### src/rtl/status_code_gen.sv
// rtl/status_code_gen.sv - game status encoder: edge-detected control pulses to {state, blink indicator} code plus saturating win counter
// Optional blink generator built only when STATUS_CODE_BLINK_EN is defined; otherwise the indicator is steady in WIN/LOSE.
module status_code_gen #(
  parameter int BLINK_DIV = 25_000_000,
  parameter int WIN_W     = 4
) (
  input  logic             clk_i,
  input  logic             rst_n_i,
  input  logic             start_i,
  input  logic             win_i,
  input  logic             lose_i,
  input  logic             clear_i,
  output logic [2:0]       code_o,
  output logic [WIN_W-1:0] win_cnt_o
);

  typedef enum logic [1:0] {
    IDLE = 2'b00,
    RUN  = 2'b01,
    WIN  = 2'b10,
    LOSE = 2'b11
  } state_t;

  state_t           state;
  state_t           state_nxt;
  logic [WIN_W-1:0] win_cnt;
  logic             cnt_inc;
  logic             state_chg;
  logic             ind;

  logic start_prev;
  logic win_prev;
  logic lose_prev;
  logic clear_prev;

  logic ev_start;
  logic ev_win;
  logic ev_lose;
  logic ev_clear;

  logic act_start;
  logic act_win;
  logic act_lose;
  logic act_clear;

  // Prev registers reset high so a level already asserted at reset release never fires.
  always_ff @(posedge clk_i or negedge rst_n_i) begin
    if (!rst_n_i) begin
      start_prev <= 1'b1;
      win_prev   <= 1'b1;
      lose_prev  <= 1'b1;
      clear_prev <= 1'b1;
    end else begin
      start_prev <= start_i;
      win_prev   <= win_i;
      lose_prev  <= lose_i;
      clear_prev <= clear_i;
    end
  end

  assign ev_start = start_i & ~start_prev;
  assign ev_win   = win_i   & ~win_prev;
  assign ev_lose  = lose_i  & ~lose_prev;
  assign ev_clear = clear_i & ~clear_prev;

  // Fixed priority clear > lose > win > start; losers are simply dropped.
  assign act_clear = ev_clear;
  assign act_lose  = ev_lose  & ~ev_clear;
  assign act_win   = ev_win   & ~ev_lose & ~ev_clear;
  assign act_start = ev_start & ~ev_win  & ~ev_lose & ~ev_clear;

  always_ff @(posedge clk_i or negedge rst_n_i) begin
    if (!rst_n_i) begin
      state <= IDLE;
    end else begin
      state <= state_nxt;
    end
  end

  always_comb begin
    state_nxt = state;
    cnt_inc   = 1'b0;
    if (act_clear) begin
      state_nxt = IDLE;
    end else begin
      case (state)
        IDLE: begin
          if (act_start) state_nxt = RUN;
        end
        RUN: begin
          if (act_lose) begin
            state_nxt = LOSE;
          end else if (act_win) begin
            state_nxt = WIN;
            cnt_inc   = 1'b1;
          end
        end
        WIN, LOSE: begin
          if (act_start) state_nxt = RUN;
        end
        default: state_nxt = IDLE;
      endcase
    end
  end

  assign state_chg = (state_nxt != state);

  always_ff @(posedge clk_i or negedge rst_n_i) begin
    if (!rst_n_i) begin
      win_cnt <= '0;
    end else if (act_clear) begin
      win_cnt <= '0;
    end else if (cnt_inc && (win_cnt != {WIN_W{1'b1}})) begin
      win_cnt <= win_cnt + WIN_W'(1);
    end
  end

`ifdef STATUS_CODE_BLINK_EN
  localparam int PW = (BLINK_DIV > 2) ? $clog2(BLINK_DIV) : 1;
  localparam logic [PW-1:0] DIV_MAX = PW'(BLINK_DIV - 1);

  logic [PW-1:0] presc;
  logic          phase;

  // Restart on every state change so each blink sequence opens with a full on-period.
  always_ff @(posedge clk_i or negedge rst_n_i) begin
    if (!rst_n_i) begin
      presc <= '0;
      phase <= 1'b0;
    end else if (state_chg || !state[1]) begin
      presc <= '0;
      phase <= 1'b0;
    end else if (presc == DIV_MAX) begin
      presc <= '0;
      phase <= ~phase;
    end else begin
      presc <= presc + PW'(1);
    end
  end

  assign ind = state[1] ? ~phase : (state == RUN);
`else
  assign ind = state[1] | (state == RUN);
`endif

  assign code_o    = {state, ind};
  assign win_cnt_o = win_cnt;

endmodule

### config.mk
export PLATFORM = sky130hd
export DESIGN_NAME = status_code_gen
export DESIGN_NICKNAME = d
export VERILOG_FILES = /design/src/rtl/status_code_gen.sv
export SDC_FILE = /design/constraint.sdc
export NUM_CORES = 1
export LEC_CHECK = 0
export ABC_AREA = 1
export CORE_UTILIZATION = 42
export DETAILED_ROUTE_END_ITERATION = 8
export PLACE_DENSITY = 0.69
export RECOVER_POWER = 50
export SYNTH_ARGS = -nofsm -noshare
export SYNTH_HDL_FRONTEND = slang
export SYNTH_SLANG_ARGS = --single-unit
### constraint.sdc
create_clock -name clk_i -period 1.2 [get_ports clk_i]
set_input_delay 0.18 -clock clk_i [delete_from_list [all_inputs] [get_ports clk_i]]
set_output_delay 0.18 -clock clk_i [all_outputs]
set_load 0.01 [all_outputs]
==> metrics.md, run 1 <==
| Metric | Value |
|---|---|
| Peak VDD IR | 1019 uV |
| WL final | 1.272 mm |
| Port Buffers | 12 |
| Worst Max-Slew Pin Slew | 532.1 ps |
| Layout overhead on the synthesized area | 56.38% |
| Drt drc | 0 |
| Pins Over Slew Limit | 0 |
| Worst path required time | 1400 ps |
| Yosys reg bits | 10 |
| Antenna cell count | 0 |
| Shortest period the worst path allows | 1187 ps |
| Via density per instance | between 4 and 5 |
| Hold buffer count at CTS | 0 |
| Layout Skew | 0.5846 ps |
| Routed len/inst | ~11 um |
| Via count | ~550 |
| Clk Latency, worst-skew pair | 260 ps |
| CP Max Fanout | 4 |
| Placed Area | 775.7 sq um |
| Crit path DAT | 1390 ps |
| Final Wtd Congestion | 0.7434 |
| Initial antenna violation count | 0 |
| Metal3 WL | 42 um |
| Detailed Place HPWL | approximately 820 um |
| Critical path buffers and inverters | 2 |
| # setup viols final | 0 |
| Core footprint | 1171 sq um |
| Sequential-to-total area share from yosys stat | 45.64% |
| RSZ-0062 raised after global routing | true |
| 1st-pass router iterations | 4 |
| Top cell type's share of synthesized area | 26.85% |
| Crit-path cells | inv_2 -> nand2_4 -> buf_6 -> nand3_4 -> nor2_4 -> nand3_1 -> nand2_1 |
| Chip width | approximately 38 um |
| Met2 WL | ~640 um |
| Crit start category | flop |
| Power density over the cells | 1493 nW/um^2 |
| First-pass GRT wire length | 1.773 mm |
| Layout Nets | 107 |
| # rows | 12 |
| Largest net degree at the start of global routing | 11 |
| Crit path max-delay family | flip-flops |
| H-Tree Depth | 1 |
| Total CTS buffers | 3 |
| Mapped Cells | 69 |
| Final Instance Area | 874.6 sq um |
| Sequential cell area | 255.2 sq um |
| Die Area | 1481 sq um |
| Pleak | 0.0004705 uW |
| Min-delay worst type | primary input to async pin |
| Vias in the first global route | 470 |
| Post-synthesis cell area | 559.3 sq um |
| Layout Cells excl Fill | 112 |
| DRT antenna net count | 0 |
| Root buffer cell | clkbuf_4 |
| Total GRT Usage | 18.00% |
| FILL cells | 89 |
| Layout cells sized above 1 | about 46% |
| Final period utilization | 98.93% |
| Area of the multi-input gates | 302.8 sq um |
| Post-synth top area cell | dfrtp_1 |
| Met1 wire length | 559 um |
| CTS tree | done |
| Worst rel slew slack | 64.53% |
| Syn_area_per_cell | between 8 and 9 sq um |
| Clk sinks | 10 |
| Synth Net Count | 76 |
| Setup CP Type | flop to flop |
| Max Cap Viol | 0 |
| Dpl cells | 106 |
| Largest cells by area after synthesis | dfrtp_1 27%, dfstp_2 19%, nand3_1 12% |
| CTS clk-pin slew, worst paths | around 60 ps |
| Initial DRC count | 25 |
| YS warnings | 0 |
| Worst path max stage delay | 520 ps |
| Congestion Overflow GR | 0 |
| Critical Path Sink Type | flop |
| Endpoints failing hold | 0 |
| Crit path max-delay cell type | dfstp_2 |
| # IOs | 13 |
| Distinct cell type count after synthesis | 16 |
| Initial core utilization | a little under half |
| Fmax | 842.4 MHz |
| Status | complete, no violations |
| Clk buf depth | 2 |
| Top routing layer in use | met4 |
| Die Y | 38.49 um |
[flip-flops by register name, summed over array words and instances (netlist names)]
register and count:
state 2, lose_prev 1, clear_prev 1, start_prev 1, win_cnt_o 4, win_prev 1
[final timing paths]
path / from / slack [ps] / depth (start not counted) / end
worst min-delay path: rst_n_i / 400 / 2 / win_cnt_o[0]$_DFFE_PN0P_
max in group asynchronous: rst_n_i / 430 / 2 / start_prev$_DFF_PN1_
worst max register to register: clear_prev$_DFF_PN1_ / 10 / 7 / win_cnt_o[3]$_DFFE_PN0P_
worst max-delay path: clear_prev$_DFF_PN1_ / 10 / 7 / win_cnt_o[3]$_DFFE_PN0P_
min in group clk_i: clear_i / 400 / 1 / clear_prev$_DFF_PN1_
worst min register to register: state[1]$_DFFE_PN0P_ / 620 / 3 / state[1]$_DFFE_PN0P_
[layer usage]
metal | up-vias | track usage [%]
met5 | - | 0
met4 | 0 | 12.93
met3 | 5 | 1.744
met2 | 14 | 30.00
met1 | 247 | 21.17
li1 | 280 | -
[metrics by stage]
stage	hold WS, ps	utilization [%]	setup WS, ps	power (uW)	setup TNS [ps]
after floorplan	-115.6	-	29.66	751.7	0
after global placement	485.1	66.24	-111.2	1007	-549.1
after detailed placement	479.5	66.24	-130.9	1015	-646.2
after CTS	209.4	71.26	6.098	1233	0
after global routing	410.9	74.68	-43.69	1383	-189.5
final	402.4	74.68	12.89	1305	0
[cell type report]
class                           instances  area share, %
Timing Repair Buffer                   28          26.47
Multi-Input combinational cell         45          34.62
Sequential cell                        10          29.18
Clock buffer                            3          2.575
Tap cell                               14          2.003
Inverter                               12          5.150
[timing repair]
action | CTS | global route
buffers inserted | 1 | 2
resized for setup | 17 | 13
pin swaps | 3 | 9
endpoints found under the setup margin | 11 | 7
[power by group]
group / switching [uW] / total, uW / leakage [uW] / internal [uW]
registers: 33.3 / 425 / 0.000122 / 392
clock network: 109 / 225 / 0.0000138 / 116
logic: 339 / 655 / 0.000334 / 316
total: 482 / 1310 / 0.000471 / 823
[synthesized netlist by cell type, drive strengths merged]
master	count
inv	12
nand2	19
dfrtp	6
nand3	15
xor2	1
nand4	2
nor2	6
ha	1
dfstp	4
buf	2
a21oi	1
[cell families (layout without fill, tap and decap cells)]
group                      count (synthesis)  after routing  synth area share (%)
and+or+nand+nor                           42             42                 38.25
buffers and inverters                     14             43                 11.41
DFF                                       10             10                 45.64
adders and majority gates                  1              1                 2.237
AOI/OAI and AO/OA                          1              1                0.8940
xor gates and xnor gates                   1              1                 1.566
[cells in the final DEF (no fill, tap or decap), drive strengths merged, types with 2 or more instances in the layout]
cell type	count
dlygate4sd3	2
dfstp	4
inv	12
clkbuf	6
nand4	2
dlygate4sd2	5
clkdlybuf4s50	3
nand3	15
nand2	19
dfrtp	6
nor2	6
buf	15
(Power assumes the default switching activity.)
==> inputs of run 2 (changes only) <==
==> constraint.sdc (replaced) <==
create_clock -name clk_i -period 1.2 [get_ports clk_i]
set_input_delay 0.24 -clock clk_i [delete_from_list [all_inputs] [get_ports clk_i]]
set_output_delay 0.24 -clock clk_i [all_outputs]
set_load 0.01 [all_outputs]
==> run 2 against run 1 <==
  * The run now ends with setup timing left
  * Critical path type unchanged
  * Non-clock buffer count is 1 higher
  * Utilization is 3.3 points higher
  * Register-to-register slack worse by 40 ps
  * Design area is 4.4% higher
  * Global-route usage is 4.4 points higher
  * Power is 1.7% higher
  * Clock skew is 0.60 ps higher
  * Cell count is 0.89% higher
  * Setup slack worse by 43 ps
  * Combinational power is 2% higher
  * Routed wire length is 13% higher
  * Via count is 2.7% higher
==> metrics.md, run 2 (synthesized netlist as in run 1, its figures left out) <==
| Metric | Value |
|---|---|
| Root buffer cell | clkbuf_4 |
| Largest net degree at the start of global routing | 11 (unchanged) |
| Total GRT Usage | 22.38% (+4.4 points) |
| Shortest period the worst path allows | 1230 ps (+42.66 ps) |
| Critical Path Sink Type | flop |
| Port Buffers | 12 (unchanged) |
| Final Wtd Congestion | 0.7553 (+1.6%) |
| Crit path DAT | 1430 ps (+40 ps) |
| Die Area | 1481 sq um (unchanged) |
| Total power | 1327 uW (+1.7%) |
| Placed Area | 783.3 sq um (+0.97%) |
| Congestion Overflow GR | 0 (unchanged) |
| Detailed Place HPWL | 887 um (+7.9%) |
| Dpl cells | 107 (+0.94%) |
| DRT antenna net count | 0 (unchanged) |
| Pins Over Slew Limit | 0 (unchanged) |
| Initial antenna violation count | 0 (unchanged) |
| FILL cells | 80 (-10%) |
| Antenna cell count | 0 (unchanged) |
| Failing checks | setup timing |
| Core footprint | 1171 sq um (unchanged) |
| First-pass GRT wire length | 2.166 mm (+22%) |
| Vias in the first global route | 536 (+14%) |
| Max Cap Viol | 0 (unchanged) |
| Routed len/inst | 12.76 um (+12%) |
| # setup viols final | 5 (+5) |
| Clk buf depth | 2 (unchanged) |
| Min-delay worst type | primary input to flop |
| Setup CP Type | flop to flop |
| Layout Cells excl Fill | 113 (+0.89%) |
| RSZ-0062 raised after global routing | true |
| Most frequent cells in the layout | 15 x nand2_1, 12 x buf_4, 8 x inv_1 |
| Hold_ws | 257.8 ps (-144.5 ps) |
| Hold buffer count at CTS | 0 (unchanged) |
| Die Y | 38.49 um (unchanged) |
| Power density over the cells | 1453 nW/um^2 (-2.7%) |
| WL final | 1.442 mm (+13%) |
| Crit start category | flop |
| Total CTS buffers | 3 (unchanged) |
| Chip width | 38.49 um (unchanged) |
| 1st-pass router iterations | 4 (unchanged) |
| Clk Latency, worst-skew pair | 260 ps (about the same) |
| Layout Nets | 108 (+0.93%) |
| Endpoints failing hold | 0 (unchanged) |
| Max FFs per register | 4 (unchanged) |
| # IOs | 13 (unchanged) |
| # rows | 12 (unchanged) |
| Layout overhead on the synthesized area | 63.31% |
| CP Max Fanout | 4 (unchanged) |
| CTS tree | done |
| Pleak | 0.0004683 uW (-0.46%) |
| Final period utilization | 102.5% (+3.6 points) |
| Commonest non-fill, non-tap cell in the layout | nand2_1 |
| Peak VDD IR | 987.0 uV (-3.2%) |
| Initial DRC count | 6 (-76%) |
| Clk sinks | 10 (unchanged) |
| Via count | 561 (+2.7%) |
| H-Tree Depth | 1 (unchanged) |
| Status | complete, but fails checks |
| Worst rel slew slack | 64.34% (-0.19 points) |
| Initial core utilization | 47.76% (unchanged) |
| CTS clk-pin slew, worst paths | 60 ps (about the same) |
| Via density per instance | 4.965 (+1.8%) |
| Layout cells sized above 1 | 47.47% (+1.6 points) |
| Final Instance Area | 913.4 sq um (+4.4%) |
| Reg2Reg Setup Slack | -30 ps (-40 ps) |
| Worst Max-Slew Pin Slew | 535.0 ps (+2.849 ps) |
| Fin worst setup slack | -29.77 ps (-42.66 ps) |
| Layout Skew | 1.188 ps (+0.6037 ps) |
| Fmax | 813.2 MHz (-3.5%) |
| Worst path required time | 1400 ps (about the same) |
| Drt drc | 0 (unchanged) |
[run 2: report_power, final]
part / switching (uW) / total [uW] / internal [uW]
Combinational: 343 / 665 / 322
Clock: 116 / 232 / 116
Sequential: 38.1 / 430 / 392
[run 2: per-stage QoR]
step | util [%] | TNS (ps) | setup WS, ps
6_report | 77.99 | -65.58 | -29.77
5_1_grt | 77.99 | -402.8 | -89.66
4_1_cts | 73.50 | 0 | 2.954
3_5_place_dp | 66.88 | -1100 | -202.9
3_3_place_gp | 66.88 | -1015 | -184.0
2_1_floorplan | - | 0 | 29.66
[run 2: what timing repair did]
item,CTS,global route
setup endpoints to repair,11,10
pin swaps,6,7
resized for setup,23,15
setup buffers,3,0
[run 2: per-layer routing]
layer	vias up	track usage, %	share of wire (%)
met5	-	0	0
met4	0	10.34	1.2
met3	2	6.977	3.7
met2	17	39.17	55
met1	264	24.09	40
li1	278	-	-
[run 2: final timing paths]
path	startpoint	end	cells after the start
worst max-delay path	win_cnt_o[0]$_DFFE_PN0P_	win_cnt_o[3]$_DFFE_PN0P_	6
worst min register to register	state[0]$_DFFE_PN0P_	state[0]$_DFFE_PN0P_	3
worst max register to register	win_cnt_o[0]$_DFFE_PN0P_	win_cnt_o[3]$_DFFE_PN0P_	6
worst min-delay path	clear_i	clear_prev$_DFF_PN1_	1
max in group asynchronous	rst_n_i	win_prev$_DFF_PN1_	2
min in group asynchronous	rst_n_i	win_cnt_o[2]$_DFFE_PN0P_	2
[run 2: area by class of cell]
class                      instances  area [sq um]  share of cell area, %
multi-input combinational         45         322.8                  35.34
sequential                        10         255.2                  27.95
timing repair buffer              29         250.2                  27.40
inverter                          12         45.04                  4.932
clock buffer                       3         22.52                  2.466
tap                               14         17.52                  1.918
[run 2: worst max-delay path, cell delays in order (launching register included)]
cell     delay [ps]
dfrtp_1         420
ha_2            240
nand3_4         120
nand3_4          90
nor2_4          150
nand3_2          80
nand2_1          70
